<file path="config.mk">
export PLATFORM = sky130hd
export DESIGN_NAME = fetch_queue
export DESIGN_NICKNAME = d
export VERILOG_FILES = /design/src/rtl/fetch_queue.sv
export SDC_FILE = /design/constraint.sdc
export NUM_CORES = 1
export LEC_CHECK = 0
export CAP_MARGIN = 20
export CORE_UTILIZATION = 45
export DETAILED_ROUTE_END_ITERATION = 7
export MAX_ROUTING_LAYER = met4
export PLACE_DENSITY = 0.65
export SLEW_MARGIN = 20
export SYNTH_ARGS = -nofsm -noshare
export SYNTH_HDL_FRONTEND = slang
export SYNTH_SLANG_ARGS = --single-unit
</file>
<file path="constraint.sdc">
create_clock -name clk -period 5.15 [get_ports clk]
set_input_delay 1.2875 -clock clk [delete_from_list [all_inputs] [get_ports clk]]
set_output_delay 1.2875 -clock clk [all_outputs]
set_load 0.03 [all_outputs]
</file>
<file path="src/rtl/fetch_queue.sv">
//------------------------------------------------------------------------------
// fetch_queue : PC owner, ROM fetch and DEPTH-entry {pc, pc+4, ins} FIFO for decode.
// Optional same-cycle bypass when the queue is empty: define FETCHQ_BYPASS_EN.
// Revision: 1.0
//------------------------------------------------------------------------------
`default_nettype none

module fetch_queue #(
  parameter int          DEPTH    = 4,
  parameter logic [31:0] RESET_PC = 32'h0000_0000
) (
  input  logic                       clk,
  input  logic                       reset,
  output logic [31:0]                imem_addr,
  input  logic [31:0]                imem_data,
  input  logic                       imem_valid,
  input  logic                       redirect,
  input  logic [31:0]                redirect_pc,
  output logic                       deq_valid,
  input  logic                       deq_ready,
  output logic [31:0]                deq_ins,
  output logic [31:0]                deq_pc,
  output logic [31:0]                deq_pc4,
  output logic [$clog2(DEPTH+1)-1:0] count
);

  localparam int AW = $clog2(DEPTH);
  localparam int CW = $clog2(DEPTH+1);
  localparam logic [CW-1:0] FULL_COUNT = CW'(DEPTH);

  logic [31:0]   pc;
  logic [31:0]   pc_plus4;
  logic [AW-1:0] head;
  logic [AW-1:0] tail;
  logic [95:0]   mem [DEPTH];

  logic bypass;
  logic deq_fire;
  logic fifo_deq;
  logic fetch;
  logic enq;

  assign pc_plus4  = pc + 32'd4;
  assign imem_addr = {1'b0, pc[30:0]};

`ifdef FETCHQ_BYPASS_EN
  assign bypass = (count == '0) && imem_valid && !redirect;
`else
  assign bypass = 1'b0;
`endif

  assign deq_valid = (count != '0) || bypass;
  assign deq_fire  = deq_valid && deq_ready && !redirect;
  assign fifo_deq  = deq_fire && !bypass;
  // A fetch advances the PC whether the word lands in the FIFO or is consumed by bypass.
  assign fetch     = imem_valid && !redirect && ((count < FULL_COUNT) || fifo_deq);
  assign enq       = fetch && !(bypass && deq_ready);

  always_comb begin
    deq_ins = 32'd0;
    deq_pc  = {pc[31], 31'd0};
    deq_pc4 = {pc[31], 31'd0};
    if (bypass) begin
      deq_ins = imem_data;
      deq_pc  = pc;
      deq_pc4 = pc_plus4;
    end else if (count != '0) begin
      deq_pc  = mem[head][95:64];
      deq_pc4 = mem[head][63:32];
      deq_ins = mem[head][31:0];
    end
  end

  always_ff @(posedge clk) begin
    if (enq) begin
      mem[tail] <= {pc, pc_plus4, imem_data};
    end
  end

  always_ff @(posedge clk or negedge reset) begin
    if (!reset) begin
      pc    <= RESET_PC;
      head  <= '0;
      tail  <= '0;
      count <= '0;
    end else if (redirect) begin
      pc    <= {redirect_pc[31:2], 2'b00};
      head  <= '0;
      tail  <= '0;
      count <= '0;
    end else begin
      if (fetch) begin
        pc <= pc_plus4;
      end
      if (enq) begin
        tail <= tail + 1'b1;
      end
      if (fifo_deq) begin
        head <= head + 1'b1;
      end
      case ({enq, fifo_deq})
        2'b10:   count <= count + 1'b1;
        2'b01:   count <= count - 1'b1;
        default: count <= count;
      endcase
    end
  end

endmodule

`default_nettype wire

</file>
* Word-level counts from Yosys, hierarchy flattened
Memories as Yosys holds them, arrays and structs flattened.
Cells that the tools add are included.
** Word-level totals
- Bits in registers :: 39
- Bits in latches :: 0
- Memory bits (writable) :: 384
- Memory bits (read-only) :: 0
- Input bits :: 69
- Logic and storage cells :: 36
- Memories :: 1
** Cells by class
- $add $sub $neg :: 5
- $mul :: 0
- Divide/modulo/power cells :: 0
- Order comparisons :: 1
- Eq/ne operators :: 2
- Shift operators :: 0
- Mux-type cells :: 13
- Bitwise operators :: 0
- Reductions and logical operators :: 10
** Memory list
- mem :: depth 4, bits a word 96, read ports 1, clocked after memory_dff 0, wr ports 1, line 35 : logic [95:0] mem [DEPTH];
** Operators with widths (count)
- $mux W32 :: 5
- $add A32 B3 Y32 const B :: 1
- $mux W2 :: 4
- $pmux W3 S2 :: 1
- $reduce_bool A3 Y1 :: 2
- $add A2 B1 Y2 const B :: 2
- $logic_and A1 B1 Y1 :: 4
- $reduce_bool A2 Y1 :: 2
- $add A3 B1 Y3 const B :: 1
- $lt A3 B3 Y1 const B :: 1
- $mux W3 :: 1
- $sub A3 B1 Y3 const B :: 1
- $eq A2 B1 Y1 const B :: 1
- $eq A2 B2 Y1 const B :: 1
- $mux W1 :: 2
- $logic_not A1 Y1 :: 1
- $logic_or A1 B1 Y1 :: 1

* Logic depth before layout (Yosys ltp)
- Depth after elaboration :: 8
- Depth in mapped cells :: 8
- Depth with buffers taken out :: 7

* Worst setup path before layout
Ideal clock, no wire load.
- Kind :: in2reg
- From :: in deq_ready
- To :: mem mem[0][0], enable pin
- Data arrival time :: 4299 ps
- Slack :: 390 ps
- Stages :: 5
- Path through :: nand2b_1 and2_1 clkbuf_1 clkbuf_1 and3_1
** Between the ends
- Word-level cells in the longest chain between the ends :: 6
** RTL lines
- start, declared :: line 20 : input logic deq_ready,
- $logic_and A1 B1 Y1 (2 in series) :: line 53 : assign deq_fire = deq_valid && deq_ready && !redirect;
- $logic_or A1 B1 Y1 :: line 56 : assign fetch = imem_valid && !redirect && ((count < FULL_COUNT) || fifo_deq);
- $logic_and A1 B1 Y1 :: line 56
- $mux W1 :: line 75 : if (enq) begin
- $mux W1 (not written as such) :: line 76 : mem[tail] <= {pc, pc_plus4, imem_data};
- end, declared :: line 35
No other way between the ends.

* Worst setup path after layout
- From :: reg count[0]
- To :: out deq_ins[19]
** Between the ends
- Word-level cells in the longest chain between the ends :: 2
** RTL lines
- start, declared :: line 24 : output logic [$clog2(DEPTH+1)-1:0] count
- start signal, assigned :: line 102 : 2'b10: count <= count + 1'b1;
- start signal, assigned :: line 103 : 2'b01: count <= count - 1'b1;
- start signal, assigned :: line 104 : default: count <= count;
- $reduce_bool A3 Y1 :: line 67 : end else if (count != '0) begin
- $mux W32 :: line 67
- end, declared :: line 21 : output logic [31:0] deq_ins,
No other way between the ends.

==> flow_metrics.py <==
metrics = {
    "setup_path": {
        "cp-end-kind": "primary output",
        "worstSetupPathType": "register to primary output",
        "path_max_fanout": 39,
        "crit_required_ns": 3.86,
        "worstSetupStartpointType": "register",
        "arrival_ns": 3.15,
    },
    "yosys": {
        "async_flop_share": 0.0914,
        "syn_inst": 955,
        "synth_cell_types": 45,
        "synth_seq_cells": 405,
        "ys_warn_count": 0,
        "synth-edff-count": 368,
        "seq_area_frac_synth": 0.710,
        "synth_area_mm2": 0.0169,
        "synth-main-ff-cell": "edfxtp_1",
        "avgSynthCellArea_um2": 17.7,
    },
    "clock_network": {
        "cts_tree": "built",
        "clk_path_buf_depth": 3,
        "clkSinkCount": 405,
        "post_cts_buffers": 0,
        "cts-resized-gates": 0,
        "clkLatencyLatePin_ns": 0.53,
        "cts_htree_levels": 2,
        "hold_buffers": 0,
        "clk_pin_slew_ns": 0.06,
        "root_buffer": "clkbuf_16",
        "cts_buffers": 43,
    },
    "detailed_routing": {
        "wire_per_inst_um": 22.1,
        "ant_nets": 0,
        "routed_wl_mm": 36.1,
        "drtIter0Drc": 487,
        "drtPass1Iterations": 5,
        "num_vias": 9026,
        "viasPerCell": 5.52,
        "drc": 0,
    },
    "global_routing": {
        "grtUsageTotal": 0.199,
        "grt_max_degree": 40,
        "antenna_found_initial": 0,
        "grt_pass1_vias": 9198,
        "grt_pass1_wl_mm": 55.2,
        "overflow": 0,
    },
    "power": {
        "power_leakage_nw": 6.60,
        "finalPower_mw": 10.5,
        "ir_worst_vdd_uv": 420,
        "powerDensity_mw_per_mm2": 514,
    },
    "floorplan": {
        "die-area_mm2": 0.0383,
        "core_mm2": 0.0368,
        "start_util": 0.459,
        "die_y_um": 196,
        "num_rows": 70,
        "fp.dieW_um": 196,
        "pin_count": 201,
    },
    "sta": {
        "slew_headroom": 0.378,
        "period_needed_ns": 4.44,
        "fin_crit_sh": 0.862,
        "fmax_ghz": 0.225,
        "rsz0062_at_grt": "false",
        "tightest_slew_ns": 0.933,
        "setup_tns_ns": 0,
        "final_max_slew_viol_count": 0,
        "skew_ns": 0.0119,
        "holdWs_ns": 0.594,
        "setup_violations": 0,
        "hold_viol_final": 0,
    },
    "layout": {
        "drive_above_1_share": 0.162,
        "fill_cells": 2952,
        "area_growth_pct": 21.5,
        "mostFrequentLayoutCells": "368 x edfxtp_1, 190 x clkdlybuf4s50_1, 92 x and2_1, 92 x mux4_2, 44 x clkbuf_16",
        "n_antenna_cell": 0,
        "final_common_cell": "edfxtp_1",
        "nNetsFinal": 1206,
    },
    "run_status": {
        "status": "complete, no violations",
    },
    "placed_design": {
        "port_buffers": 191,
        "dp_hpwl_mm": 22.7,
        "gp_congestion": 0.782,
    },
    "worst_hold_path": {
        "min_path_type": "register to register",
    },
    "run": {
        "drv_cap": 0,
    },
}
==> metal layers <==
layer	vias to the layer above	part of all wire	global-route usage
met5	-	0	-
met4	0	0.020	0.0481
met3	53	0.056	0.0304
met2	299	0.49	0.316
met1	4615	0.44	0.271
li1	4059	-	-
==> path summary, 6_finish.rpt <==
check,from,to,slack (ns),depth (start not counted)
max in group asynchronous,reset,head[0],3.59,1
worst min-delay path,tail[1],tail[1],0.59,2
min in group asynchronous,reset,pc[6],0.89,1
worst max-delay path,count[0],deq_ins[19],0.71,6
worst min register to register,tail[1],tail[1],0.59,2
worst max register to register,count[2],mem[2][24],2.50,6
==> worst max-delay path: stages, from the launching register on <==
cell,delay [ns]
dfrtp_1,0.45
nor3_1,0.43
inv_2,0.32
buf_4,0.37
buf_4,0.27
and2_1,0.15
clkdlybuf4s50_1,0.58
==> cell families (layout without fill, tap and decap cells) <==
logic type / Yosys count / after routing / synth area share
and+or+nand+nor: 251 / 251 / 0.0843
xor gates and xnor gates: 39 / 39 / 0.0203
other: 1 / 7 / 0.000222
adders and majority gates: 6 / 6 / 0.00490
AOI/OAI and AO/OA: 55 / 55 / 0.0206
muxes: 95 / 95 / 0.125
buffers and inverters: 103 / 308 / 0.0350
DFF: 405 / 405 / 0.710
==> state kept, by name, summed over array words and instances, names as in the netlist <==
name   count
pc        30
head       2
mem      368
count      3
tail       2
==> layout make-up <==
| class | count | area, um2 | area share |
|---|---|---|---|
| Multi-Input combinational cell | 453 | 4340 | 0.212 |
| Sequential cell | 405 | 12000 | 0.585 |
| Inverter | 13 | 48.8 | 0.00238 |
| Clock inverter | 25 | 160 | 0.00781 |
| Tap cell | 468 | 586 | 0.0286 |
| Timing Repair Buffer | 215 | 2240 | 0.109 |
| Clock buffer | 55 | 1140 | 0.0557 |
==> synth_stat cells, types with 9 or more instances <==
cell,count,area share
mux4_2,92,0.12
edfxtp_1,368,0.66
nor2_1,33,0.0073
nand4_1,15,0.0056
xor2_1,17,0.0088
o21ai_0,15,0.0045
nand3_1,19,0.0056
and2_1,92,0.034
dfrtp_1,37,0.055
or4_1,17,0.0076
nand2_1,36,0.0080
xnor2_1,22,0.011
clkbuf_1,32,0.0071
a31oi_1,18,0.0067
buf_4,38,0.017
o31ai_1,11,0.0049
inv_1,12,0.0027
nor3_1,9,0.0027
==> power breakdown <==
group | leakage [nW] | total [mW] | switching (mW) | internal (mW)
clock | 0.624 | 2.83 | 1.21 | 1.62
sequential | 3.77 | 4.02 | 0.192 | 3.83
combinational | 2.20 | 3.69 | 2.06 | 1.63
total | 6.60 | 10.5 | 3.46 | 7.08
==> through the flow <==
step                       util  instance area [um2]  setup WS [ns]  instances
after floorplan               -                16900          0.390        961
after global placement    0.522                19200           1.12       1554
after detailed placement  0.522                19200           1.09       1554
after CTS                 0.557                20500          0.539       1634
after global routing      0.557                20500          0.434       1634
final                     0.557                20500          0.711       1634
No activity file was read; power rests on OpenSTA's default activity.
==> variant 1, RTL diff (config.mk and constraints unchanged) <==
`DEPTH`: 4 -> 2. Comments in the files are not updated.
--- a/src/rtl/fetch_queue.sv
+++ b/src/rtl/fetch_queue.sv
@@ -6,7 +6,7 @@
 `default_nettype none
 
 module fetch_queue #(
-  parameter int          DEPTH    = 4,
+  parameter int          DEPTH    = 2,
   parameter logic [31:0] RESET_PC = 32'h0000_0000
 ) (
   input  logic                       clk,
Ports: changed (resized count); port bits go from 201 to 200. The function was not compared with the original's and may differ.
==> variant 1 against the original RTL <==
Synthesized cell count is 22% lower. Design area is 40% lower. Area after synthesis is 42% lower. Clock power is 47% lower. Total power is 58% lower. Sequential cell count is 187 lower. Routed wire length is 39% lower. Worst setup slack better by 400 ps. Critical endpoint is now deq_pc4[17]. Highest routed layer unchanged.
==> variant 1: results (changes against the original RTL) <==
Worst Max-Slew Pin Slew -> 897.7 ps (-35.42 ps)
Status -> finished, final reports clean
Nets -> 965 (-20%)
Vias in the first global route -> 6,178 (-33%)
Routed wl met3 -> 1573 um (-22%)
Top Registers -> mem (184), pc (30), count (2)
Area of the multi-input gates -> 2904 um2 (-33%)
CP max-delay cell -> nor2_4
# port buffers -> 190 (-0.52%)
Max incr delay on CP -> 640 ps (+60 ps)
Clock buffers -> 26 (-53%)
Iter 0 DRT Violations -> 391 (-20%)
Place WS -> 1412 ps (+321.4 ps)
Non-clk bufs -> 202 (-6.0%)
Drt wl/cell -> 18.45 um (-16%)
Count of multi-input gates -> 445 (-1.8%)
P&R area growth vs syn -> 27.16%
Met2 usage -> 32.84% (+1.3 points)
Peak VDD IR -> 0.3044 mV (-28%)
Worst hold stages -> 0 (-2)
H-tree depth -> 1 (-1)
Maximum number of pins on one net before global-route repair -> 93 (+130%)
M1 GR Usage -> 27.20% (+0.13 points)
Commonest cells in the netlist -> 184 x edfxtp_1, 122 x nor2_1, 93 x mux2i_1
Total GRT Usage -> 20.32% (+0.46 points)
Placed Cells -> 1,146 (-26%)
First-pass GRT wire length -> 33,990 um (-38%)
CP arrival -> 2750 ps (-400 ps)
RePlAce Congestion -> 0.9050 (+16%)
Cell variety after synth -> 41 (-8.9%)
Number of synthesized flops with an enable pin -> 184 (-50%)
Placed Area -> 11,690 um2 (-39%)
[variant 1: kinds of logic after synthesis]
family / Yosys count / share of synthesized area (%)
AND/OR/NAND/NOR: 249 / 12.41
AO/OA/AOI/OAI: 58 / 3.897
multiplexers: 93 / 9.569
adder cells (fa/ha/maj): 1 / 0.1286
XOR/XNOR: 37 / 3.331
buffers and inverters: 87 / 5.080
other: 1 / 0.03855
flip-flops: 218 / 65.54
[variant 1: final timing paths]
path                           from     endpoint  slack, ps
hold / removal               pc[12]   mem[1][76]        600
max in group asynchronous     reset         head       3660
setup / recovery           count[0]  deq_pc4[17]       1110
min in group asynchronous     reset       pc[16]        870
hold reg to reg              pc[12]   mem[1][76]        600
setup reg to reg              pc[2]       pc[18]       2710
[variant 1: power by group]
group,internal (W),total [W],switching [W]
clock network,0.000864,0.00151,0.000648
logic,0.000322,0.000788,0.000466
registers,0.00203,0.00212,0.0000884
==> variant 2, RTL diff (same settings) <==
Made on the original files. Reset style: synchronous (`reset`), changed in one clocked block.
--- a/src/rtl/fetch_queue.sv
+++ b/src/rtl/fetch_queue.sv
@@ -77,7 +77,7 @@
     end
   end
 
-  always_ff @(posedge clk or negedge reset) begin
+  always_ff @(posedge clk) begin
     if (!reset) begin
       pc    <= RESET_PC;
       head  <= '0;
Formal check against the unedited RTL: differs if reset is asserted again (counterexample within 4 cycles, from zero or initial values and one cycle with reset low); with reset held inactive, the same outputs for 4 cycles.
==> variant 2 against the original RTL <==
Core utilization up 0.42 points. Non-clock buffer count up 5. Design area up 0.76%. First-iteration DRC count up 30%. Sequential cell count up 2. Worst setup slack better by 150 ps. Register-to-register slack worse by 290 ps. Area after synthesis up 0.22%. Die area up 0.21%. Cell count up 1.8%. Count of clock-buffer cells in the layout up 3. Worst hold slack worse by 79 ps. Routed wire length up 4.6%.
Power is not compared: it rests on default switching activity, and its combinational part moved more than twofold at a synthesized area within 25%.
==> variant 2: results (changes against the original RTL) <==
DP HPWL -> 23,960 um (+5.4%)
Max incr delay on CP -> 710 ps (+130 ps)
Worst r2r src -> count[2]
RePlAce Congestion -> 0.8020 (+2.5%)
First-pass GRT wire length -> 57,460 um (+4.1%)
Antenna violations before repair -> 1 (+1)
R2R Path End -> count[2]
Placed Cells -> 1,587 (+2.1%)
Cell variety after synth -> 50 (+11%)
CP arrival -> 3000 ps (-150 ps)
Async set-reset flop share out of synthesis -> 0% (-9.1 points)
Met1 wire length -> 16,810 um (+6.5%)
Vias -> 9,328 (+3.3%)
Met2 wire len -> 17,590 um (about the same)
Maximum clock rate -> 0.2332 GHz (+3.5%)
Status -> finished, final reports clean
Reg2Reg Depth -> 10 (+4)
Largest cells by area after synthesis -> edfxtp_1 65%, mux4_2 12%, dfxtp_1 4.6%, and2_1 3.4%, buf_4 1.6%
Final WL -> 37,750 um (+4.6%)
Average size of a mapped cell -> 17.11 um2 (-3.1%)
Worst Path Max Fanout -> 36 (-7.7%)
DR vias/cell -> 5.609 (+1.5%)
Iter 0 DRT Violations -> 633 (+30%)
Commonest cells in the netlist -> 368 x edfxtp_1, 92 x and2_1, 92 x mux4_2
Nets -> 1,240 (+2.8%)
Vias in the first global route -> 9,571 (+4.1%)
Fillers -> 2,904 (-1.6%)
-- variant 2: cell count changes in the layout (fill, tap and decap cells not counted), sizes merged, moves of 6 or more --
cell and change:
a211oi +11, a31oi -11, dfrtp -37, dfxtp +39, nand4 -8, nor4 +6, o21ai +10, o311a +6
or3 +10, or4 -8, xor2 +6
-- variant 2: logic make-up (layout without fill, tap and decap cells) --
kind of cell	after synthesis	after routing	synth area share, %
buffers and inverters	110	311	3.420
AND/OR/NAND/NOR	254	254	8.497
multiplexers	92	92	12.26
AO/OA/AOI/OAI	76	76	3.124
adder cells (fa/ha/maj)	7	7	0.5625
XOR/XNOR	41	41	2.124
other	1	7	0.02218
flip-flops	407	407	69.99
-- variant 2: where the power goes --
| part | internal, W | switching (W) |
|---|---|---|
| combinational | 0.000201 | 0.000261 |
| clock | 0.00176 | 0.00120 |
| sequential | 0.00368 | 0.0000669 |
| total | 0.00564 | 0.00153 |
-- variant 2: how the worst min path moves through the flow --
stage,start,end,slack [ps],depth (start not counted)
6_report,head[1],register,510,2
5_1_grt,tail[1],tail[1],550,2
4_1_cts,tail[1],tail[1],510,2
3_5_place_dp,tail[1],tail[1],500,2
3_3_place_gp,tail[1],tail[1],480,2
2_1_floorplan,tail[1],tail[1],470,2
-- variant 2: critical path, delay by kind of cell (launching register included) --
family                 cells  cell delay (ps)
AND/OR/NAND/NOR            1              170
buffers and inverters      2             1020
flip-flops                 1              710
multiplexers               1              530
-- variant 2: area by class of cell --
cell class                 count  area [um2]  share of cell area [%]
sequential                   407       11840                   57.31
timing repair buffer         220        2280                   11.04
clock inverter                18       133.9                  0.6481
tap                          468       585.6                   2.835
inverter                      15       56.30                  0.2726
multi-input combinational    477        4537                   21.96
clock buffer                  58        1225                   5.930
